===== src/rtl/packet_receiver.sv =====
// packet_receiver: UART byte deserialiser and cmd/len/payload parser that writes payload bytes to a byte RAM.
// Optional feature: define RX_CHECKSUM_EN to require a trailing XOR checksum byte on every packet.
module packet_receiver #(
    parameter int    CLOCK     = 50_000_000,
    parameter int    BAUD      = 115_200,
    parameter string PARITY    = "NO",
    parameter string FIRST_BIT = "LSB",
    parameter int    NUMBER    = 256,
    parameter int    TIMEOUT   = 0,
    localparam int   AW        = $clog2(NUMBER)
) (
    input  logic          clk,
    input  logic          reset,
    input  logic          rxd,
    output logic [7:0]    cmd_rx,
    output logic [7:0]    len_rx,
    output logic [7:0]    wr_data,
    output logic [AW-1:0] wr_addr,
    output logic          wr_en,
    output logic          pckt_done,
    output logic          pckt_err,
    output logic          busy
);

    localparam int DIV  = CLOCK / BAUD;
    localparam int HALF = DIV / 2;
    localparam int CW   = $clog2(DIV + 1);
    localparam logic [CW-1:0] BIT_END  = CW'(DIV - 1);
    localparam logic [CW-1:0] HALF_END = CW'(HALF - 1);
    localparam bit PAR_EN    = (PARITY != "NO");
    localparam bit PAR_ODD   = (PARITY == "ODD");
    localparam bit MSB_FIRST = (FIRST_BIT == "MSB");

    typedef enum logic [2:0] {R_IDLE, R_START, R_DATA, R_PAR, R_STOP} rx_state_t;
`ifdef RX_CHECKSUM_EN
    typedef enum logic [1:0] {S_CMD, S_LEN, S_DATA, S_CSUM} pkt_state_t;
`else
    typedef enum logic [1:0] {S_CMD, S_LEN, S_DATA} pkt_state_t;
`endif

    rx_state_t     rx_state;
    pkt_state_t    state;
    logic          rx_meta, rx_sync, rx_prev;
    logic [CW-1:0] baud_cnt;
    logic [2:0]    bit_idx;
    logic [7:0]    rx_byte;
    logic          par_ok;
    logic          rx_fall, bit_hit, start_ok, byte_vld, byte_err;
    logic [CW-1:0] tmo_cyc;
    logic [15:0]   tmo_per;
    logic          tmo_run, timeout;
    logic [AW:0]   index;
    logic [7:0]    remaining;
    logic [7:0]    csum;
    logic          overflow;

    assign rx_fall  = rx_prev && !rx_sync;
    assign bit_hit  = (baud_cnt == BIT_END);
    assign start_ok = (rx_state == R_START) && (baud_cnt == HALF_END) && !rx_sync;
    assign byte_vld = (rx_state == R_STOP) && bit_hit && rx_sync && par_ok;
    assign byte_err = (rx_state == R_STOP) && bit_hit && !(rx_sync && par_ok);

    always_ff @(posedge clk or posedge reset) begin
        if (reset) begin
            rx_meta <= 1'b1;
            rx_sync <= 1'b1;
            rx_prev <= 1'b1;
        end else begin
            rx_meta <= rxd;
            rx_sync <= rx_meta;
            rx_prev <= rx_sync;
        end
    end

    // Start is confirmed half a bit after the falling edge; every later sample lands one full bit on.
    always_ff @(posedge clk or posedge reset) begin
        if (reset) begin
            rx_state <= R_IDLE;
            baud_cnt <= '0;
            bit_idx  <= '0;
            rx_byte  <= '0;
            par_ok   <= 1'b1;
        end else begin
            case (rx_state)
                R_IDLE: begin
                    baud_cnt <= '0;
                    if (rx_fall) rx_state <= R_START;
                end
                R_START: begin
                    if (baud_cnt == HALF_END) begin
                        baud_cnt <= '0;
                        bit_idx  <= '0;
                        par_ok   <= 1'b1;
                        rx_state <= rx_sync ? R_IDLE : R_DATA;
                    end else begin
                        baud_cnt <= baud_cnt + 1'b1;
                    end
                end
                R_DATA: begin
                    if (bit_hit) begin
                        baud_cnt <= '0;
                        rx_byte  <= MSB_FIRST ? {rx_byte[6:0], rx_sync} : {rx_sync, rx_byte[7:1]};
                        bit_idx  <= bit_idx + 1'b1;
                        if (bit_idx == 3'd7) rx_state <= PAR_EN ? R_PAR : R_STOP;
                    end else begin
                        baud_cnt <= baud_cnt + 1'b1;
                    end
                end
                R_PAR: begin
                    if (bit_hit) begin
                        baud_cnt <= '0;
                        par_ok   <= (((^rx_byte) ^ rx_sync) == PAR_ODD);
                        rx_state <= R_STOP;
                    end else begin
                        baud_cnt <= baud_cnt + 1'b1;
                    end
                end
                R_STOP: begin
                    if (bit_hit) begin
                        baud_cnt <= '0;
                        rx_state <= R_IDLE;
                    end else begin
                        baud_cnt <= baud_cnt + 1'b1;
                    end
                end
                default: rx_state <= R_IDLE;
            endcase
        end
    end

    // The timer only runs mid-packet while the line is idle, so any byte in flight holds it at zero.
    assign tmo_run = (TIMEOUT != 0) && (state != S_CMD) && (rx_state == R_IDLE) && !rx_fall;
    assign timeout = tmo_run && (tmo_cyc == BIT_END) && (int'(tmo_per) == TIMEOUT - 1);

    always_ff @(posedge clk or posedge reset) begin
        if (reset) begin
            tmo_cyc <= '0;
            tmo_per <= '0;
        end else if (!tmo_run) begin
            tmo_cyc <= '0;
            tmo_per <= '0;
        end else if (tmo_cyc == BIT_END) begin
            tmo_cyc <= '0;
            tmo_per <= tmo_per + 1'b1;
        end else begin
            tmo_cyc <= tmo_cyc + 1'b1;
        end
    end

    always_ff @(posedge clk or posedge reset) begin
        if (reset) begin
            state     <= S_CMD;
            cmd_rx    <= '0;
            len_rx    <= '0;
            wr_data   <= '0;
            wr_addr   <= '0;
            wr_en     <= 1'b0;
            pckt_done <= 1'b0;
            pckt_err  <= 1'b0;
            busy      <= 1'b0;
            index     <= '0;
            remaining <= '0;
            csum      <= '0;
            overflow  <= 1'b0;
        end else begin
            wr_en     <= 1'b0;
            pckt_done <= 1'b0;
            pckt_err  <= 1'b0;
            if (start_ok) busy <= 1'b1;
            if (byte_err || timeout) begin
                pckt_err <= 1'b1;
                busy     <= 1'b0;
                state    <= S_CMD;
            end else if (byte_vld) begin
                case (state)
                    S_CMD: begin
                        cmd_rx <= rx_byte;
                        csum   <= rx_byte;
                        state  <= S_LEN;
                    end
                    S_LEN: begin
                        len_rx    <= rx_byte;
                        csum      <= csum ^ rx_byte;
                        index     <= '0;
                        remaining <= rx_byte;
                        overflow  <= (int'(rx_byte) > NUMBER);
                        if (rx_byte != 8'd0) begin
                            state <= S_DATA;
                        end else begin
`ifdef RX_CHECKSUM_EN
                            state <= S_CSUM;
`else
                            state     <= S_CMD;
                            busy      <= 1'b0;
                            pckt_done <= 1'b1;
`endif
                        end
                    end
                    S_DATA: begin
                        csum      <= csum ^ rx_byte;
                        remaining <= remaining - 8'd1;
                        // Overlength bytes are swallowed without a write; index parks at NUMBER.
                        if (int'(index) < NUMBER) begin
                            wr_en   <= 1'b1;
                            wr_data <= rx_byte;
                            wr_addr <= index[AW-1:0];
                            index   <= index + 1'b1;
                        end
                        if (remaining == 8'd1) begin
`ifdef RX_CHECKSUM_EN
                            state <= S_CSUM;
`else
                            state     <= S_CMD;
                            busy      <= 1'b0;
                            pckt_done <= !overflow;
                            pckt_err  <= overflow;
`endif
                        end
                    end
`ifdef RX_CHECKSUM_EN
                    S_CSUM: begin
                        state <= S_CMD;
                        busy  <= 1'b0;
                        if ((rx_byte == csum) && !overflow) pckt_done <= 1'b1;
                        else pckt_err <= 1'b1;
                    end
`endif
                    default: state <= S_CMD;
                endcase
            end
        end
    end

endmodule


===== config.mk =====
export PLATFORM = sky130hd
export DESIGN_NAME = packet_receiver
export DESIGN_NICKNAME = d
export VERILOG_FILES = /design/src/rtl/packet_receiver.sv
export SDC_FILE = /design/constraint.sdc
export NUM_CORES = 1
export LEC_CHECK = 0
export ABC_AREA = 1
export CORE_MARGIN = 3
export CORE_UTILIZATION = 58
export DETAILED_ROUTE_END_ITERATION = 12
export MAX_ROUTING_LAYER = met4
export PLACE_DENSITY = 0.83
export SETUP_SLACK_MARGIN = 0.05
export SYNTH_ARGS = -nofsm -noshare
export SYNTH_HDL_FRONTEND = slang
export SYNTH_SLANG_ARGS = --single-unit

===== constraint.sdc =====
create_clock -name clk -period 3.3 [get_ports clk]
set_input_delay 0.495 -clock clk [delete_from_list [all_inputs] [get_ports clk]]
set_output_delay 0.495 -clock clk [all_outputs]
set_load 0.1 [all_outputs]

* Word-level counts from Yosys, hierarchy flattened
Cells that the tools add are included.
Word-level totals: bits in registers 82, input bits 3, output and inout port bits 36, word-level logic and storage cells 116
Operators by class: add/subtract/negate cells 4, magnitude comparators 1, eq/ne operators 18, multiplexer cells 41, bitwise logic cells 3, reductions and logical operators 30
Operators with widths (count):
- two-way mux 9 bit | 3
- one-hot mux 9 bit (3 select lines) | 1
- two-way mux 3 bit | 8
- adder 9 x 1 -> 9 bit, second input constant | 2
- one-hot mux 9 bit (2 select lines) | 1
- two-way mux 1 bit | 16
- one-hot mux 8 bit (2 select lines) | 1
- one-hot mux 3 bit (5 select lines) | 1
- AND reduction 3 bit | 5
- inequality test 2 bit, second input constant | 6
- two-way mux 2 bit | 5
- equality test 9 x 8 -> 1 bit, second input constant | 1
- equality test 9 bit, second input constant | 1
- less-than comparator 9 bit, second input constant | 1
- equality test 8 x 1 -> 1 bit, second input constant | 1
- logical AND 1 bit | 8
- AND reduction 4 bit | 2
- nonzero test 2 bit | 4
- nonzero test 8 bit | 1
- parity 8 bit | 1
- subtractor 8 x 1 -> 8 bit, second input constant | 1
- equality test 3 x 2 -> 1 bit, second input constant | 2
- equality test 3 bit, second input constant | 2
- one-hot mux 1 bit (2 select lines) | 3
- 17 further kinds | 20

* Longest topological paths before layout
depth in word-level cells 8, gate-level depth with buffers 11, mapped depth without buffers 11

* Worst setup path after synthesis
OpenSTA, ideal clock, no wires.
kind register -> register, start register baud_cnt[1], end register cmd_rx[0], setup time 122 ps, arrival 1439 ps, required time 3178 ps, slack 1739 ps, cell stages (with the launch flop) 11, buffers on the path 1, period minus slack after synthesis 1561 ps, cell sequence dfrtp_1 -> inv_1 -> ha_1 -> nand2_2 -> nor2_4 -> nand3_2 -> nor2_4 -> nand2_4 -> buf_6 -> nand2_1 -> o21ai_2
Between the ends: longest elaborated chain between the ends 5, elaborated cells between the ends (all ways) 7, those cells by class 1 x eq/ne; 1 x bitwise; 5 x reduce/logical
RTL lines:
- start: declaration | RTL line 44 | logic [CW-1:0] baud_cnt;
- start signal: assignment | RTL line 96 | baud_cnt <= baud_cnt + 1'b1;
- start signal: assignment | RTL line 106 | baud_cnt <= baud_cnt + 1'b1;
- start signal: assignment | RTL line 115 | baud_cnt <= baud_cnt + 1'b1;
- equality test 9 bit (*) | RTL line 58 | assign bit_hit = (baud_cnt == BIT_END);
- logical AND 1 bit (*) | RTL line 60, 61
- logical AND 1 bit, on equally long branches | RTL line 60, 61
- logical AND 1 bit or inverter 1 bit (tied branches)
- AND reduction 3 bit (no source line) (*)
- end signal: assignment | RTL line 177 | cmd_rx <= rx_byte;
- end: declaration | RTL line 15 | output logic [7:0] cmd_rx,
Mark *: on every way between the ends. The rest lies on a longest branch, timed or not. A chain may end at the register's enable or synchronous reset.

* Final worst setup path
start register len_rx[2], end output port len_rx[2]
RTL lines:
- start: declaration | RTL line 16 | output logic [7:0] len_rx,
- start signal: assignment | RTL line 182 | len_rx <= rx_byte;
No word-level cell between the ends.

==> out/results.ini <==
[clock_tree]
cts.sinks = 82
clk_latency_ns = 0.36
cts_buffers = 9
clock_path_buffers = 2
cts_tree = yes
cts-htree-levels = 3
cts_root_buf = clkbuf_8
cts_setup_buffers = 0
ctsHoldBuffers = 0
cts_resized = 0
path_clk_slew_ns = 0.08

[grt]
grt_usage_pct = 24.16
grt_first_pass_wirelength_um = 15900
antenna_found_initial = 0
grt_max_degree = 48
grt_pass1_vias = 3362
gr-total-overflow = 0

[floorplan]
io_pins = 39
core_sq_mm = 0.006982
die_h_um = 92.00
dieArea_sq_mm = 0.008463
dieWidth_um = 92.00
start_util_pct = 61.43
rows = 30

[timing]
slew-limit-headroom_pct = 33.89
finClkSkew_ns = 0.01029
finalHoldViolations = 0
rsz0062_at_grt = no
period_share_pct = 72.79
fin_crit_ns = 2.402
setup_viol = 0
slew_violations = 0
timing.setup.tns_ns = 0
hold_slack_ns = 0.3585
worst_pin_slew_ns = 0.9885
max_freq_mhz = 416.3

[route]
dr.max_layer_used = met4
route.antenna.remaining_nets = 0
wl_per_cell_um = 13.84
wl_met1_um = 3938
route.met3.wl_um = 470
drc_errors = 0
finalWirelength_um = 9175
vias_per_cell = 5.235
dr_total_vias = 3471
drt-pass1-iter-count = 5
dr_wl_met2_um = 4629
drt_iter0_markers = 211

[yosys]
synth_area_sq_mm = 0.004289
synth-seq-cells = 82
syn-num-nets = 541
ys_warn_count = 0
netlist.area_leader.share_pct = 45.51
synth_top_area_cell = dfrtp_1
yosysUniqueCellTypes = 30
synth-seq-area-share_pct = 47.96
synth_area_per_cell_sq_um = 8.201
netlist_instances = 523
synth_area_leaders = dfrtp_1, nand2_1, inv_1

[job]
cap_violations = 0

[final_layout]
drive_gt1_share_pct = 12.17
ff_latch_area_sq_mm = 0.002057
instances_no_fill = 663
fin_nets = 580
fill_cells = 551
areaGrowthSynthToFinish_pct = 15.02
postLayoutCellArea_sq_mm = 0.004933
multiInputGateArea_sq_mm = 0.001898
antennaDiodeCount = 0

[run_status]
status = finished, final reports clean

[setup_path]
setup.worst_path.end_class = output port
crit_slowest_cell = clkdlybuf4s50_1
path_class = reg2out
crit_family = buffers and inverters
path_cells = clkdlybuf4s50_1
arrival_ns = 1.91
cp_num_buf_inv = 1
crit_required_ns = 2.80
start_kind = flip-flop
critPathMaxStageDelay_ns = 1.16
crit_fanout = 2

[place]
dp_cells = 647
gp_congestion = 0.9645
placed_cell_area_sq_mm = 0.004728
dp_hpwl_um = 6634
numPortBuffers = 38

[pwr]
p_per_area_mw_per_mm2 = 435.7
power_leakage_nw = 2.436
ir_drop_mv = 0.3112

[worst_hold_path]
worstHoldPathType = reg2reg

==> report_power, final <==
part,internal [mW],switching (mW)
combinational,0.0896,0.230
sequential,1.04,0.0348
clock,0.390,0.368
total,1.52,0.633
==> Yosys cell counts, drive strengths merged <==
cell type  number
nand2         179
inv            67
nand3b          3
nand4           8
buf             8
nor3            4
clkbuf          3
or2             1
dfstp           4
nor2           46
ha             15
dfrtp          78
xor2            6
nand3          37
a21oi           6
o21bai          1
xnor2           1
o21ai          56
==> registers in the layout, indices dropped and copies added, names as in the netlist <==
| name | flops |
|---|---|
| cmd_rx | 8 |
| par_ok | 1 |
| baud_cnt | 9 |
| pckt_done | 1 |
| state | 2 |
| remaining | 8 |
| rx_prev | 1 |
| wr_addr | 8 |
| bit_idx | 3 |
| pckt_err | 1 |
| rx_state | 3 |
| len_rx | 8 |
| rx_meta | 1 |
| wr_data | 8 |
| busy | 1 |
| wr_en | 1 |
| rx_sync | 1 |
| index | 9 |
| rx_byte | 8 |
==> area by class of cell <==
class                   count  area share [%]
flip-flops and latches     82           41.69
multi-input cells         363           38.47
well taps                  96           2.435
clock inverters             4           1.014
inverters                  67           5.123
clock buffers              12           3.145
repair buffers             39           8.116
==> worst paths after layout <==
path | depth (start not counted) | to | slack, ns | startpoint
max | 1 | len_rx[2] | 0.90 | len_rx[2]
min | 0 | rx_sync | 0.36 | rx_meta
max reg2reg | 7 | index[3] | 1.22 | state[0]
min reg2reg | 0 | rx_sync | 0.36 | rx_meta
max in group asynchronous | 3 | index[7] | 2.12 | reset
min in group asynchronous | 2 | rx_byte[5] | 0.53 | reset
==> layout by cell type, fill, tap and decap left out, types with 15 or more instances in the layout <==
cell and instances:
clkdlybuf4s50_1 38, nand3_1 33, ha_1 15, o21ai_2 16, dfrtp_1 78, o21ai_0 24, inv_1 62, o21ai_1 16
nand2_1 165, nor2_1 38
==> kinds of logic (layout without fill, tap and decap cells) <==
group           Yosys count  after routing  share of synthesized area, %
xor+xnor                  7              7                         1.429
compound gates           63             63                         8.810
flops                    82             82                         47.96
simple gates            278            278                         29.64
fa+ha+maj                15             15                         4.376
buf+inv                  78            122                         7.789
==> worst register-to-register path, delay by kind of cell, from the launching register on <==
kind                     cells  cell delay [ns]
AO/OA/AOI/OAI                1             0.27
AND/OR/NAND/NOR              4             0.74
adder cells (fa/ha/maj)      1             0.47
buffers and inverters        1             0.09
flip-flops                   1             0.41
==> metal layers <==
| metal | track usage (%) | vias up |
|---|---|---|
| li1 | - | 1726 |
| met1 | 30.37 | 1632 |
| met2 | 40.02 | 98 |
| met3 | 4.512 | 15 |
| met4 | 7.302 | 0 |
| met5 | - | - |
==> through the flow <==
stage                     setup WS [ns]  util, %  total power, mW
final                            0.8980    70.66            2.149
after global routing             0.8686    70.66            2.259
after CTS                        0.8745    70.66            2.153
after detailed placement          1.253    67.72            1.405
after global placement            1.309    67.72            1.391
after floorplan                  0.7032        -            1.327
Power figures use the tool's default switching activity.
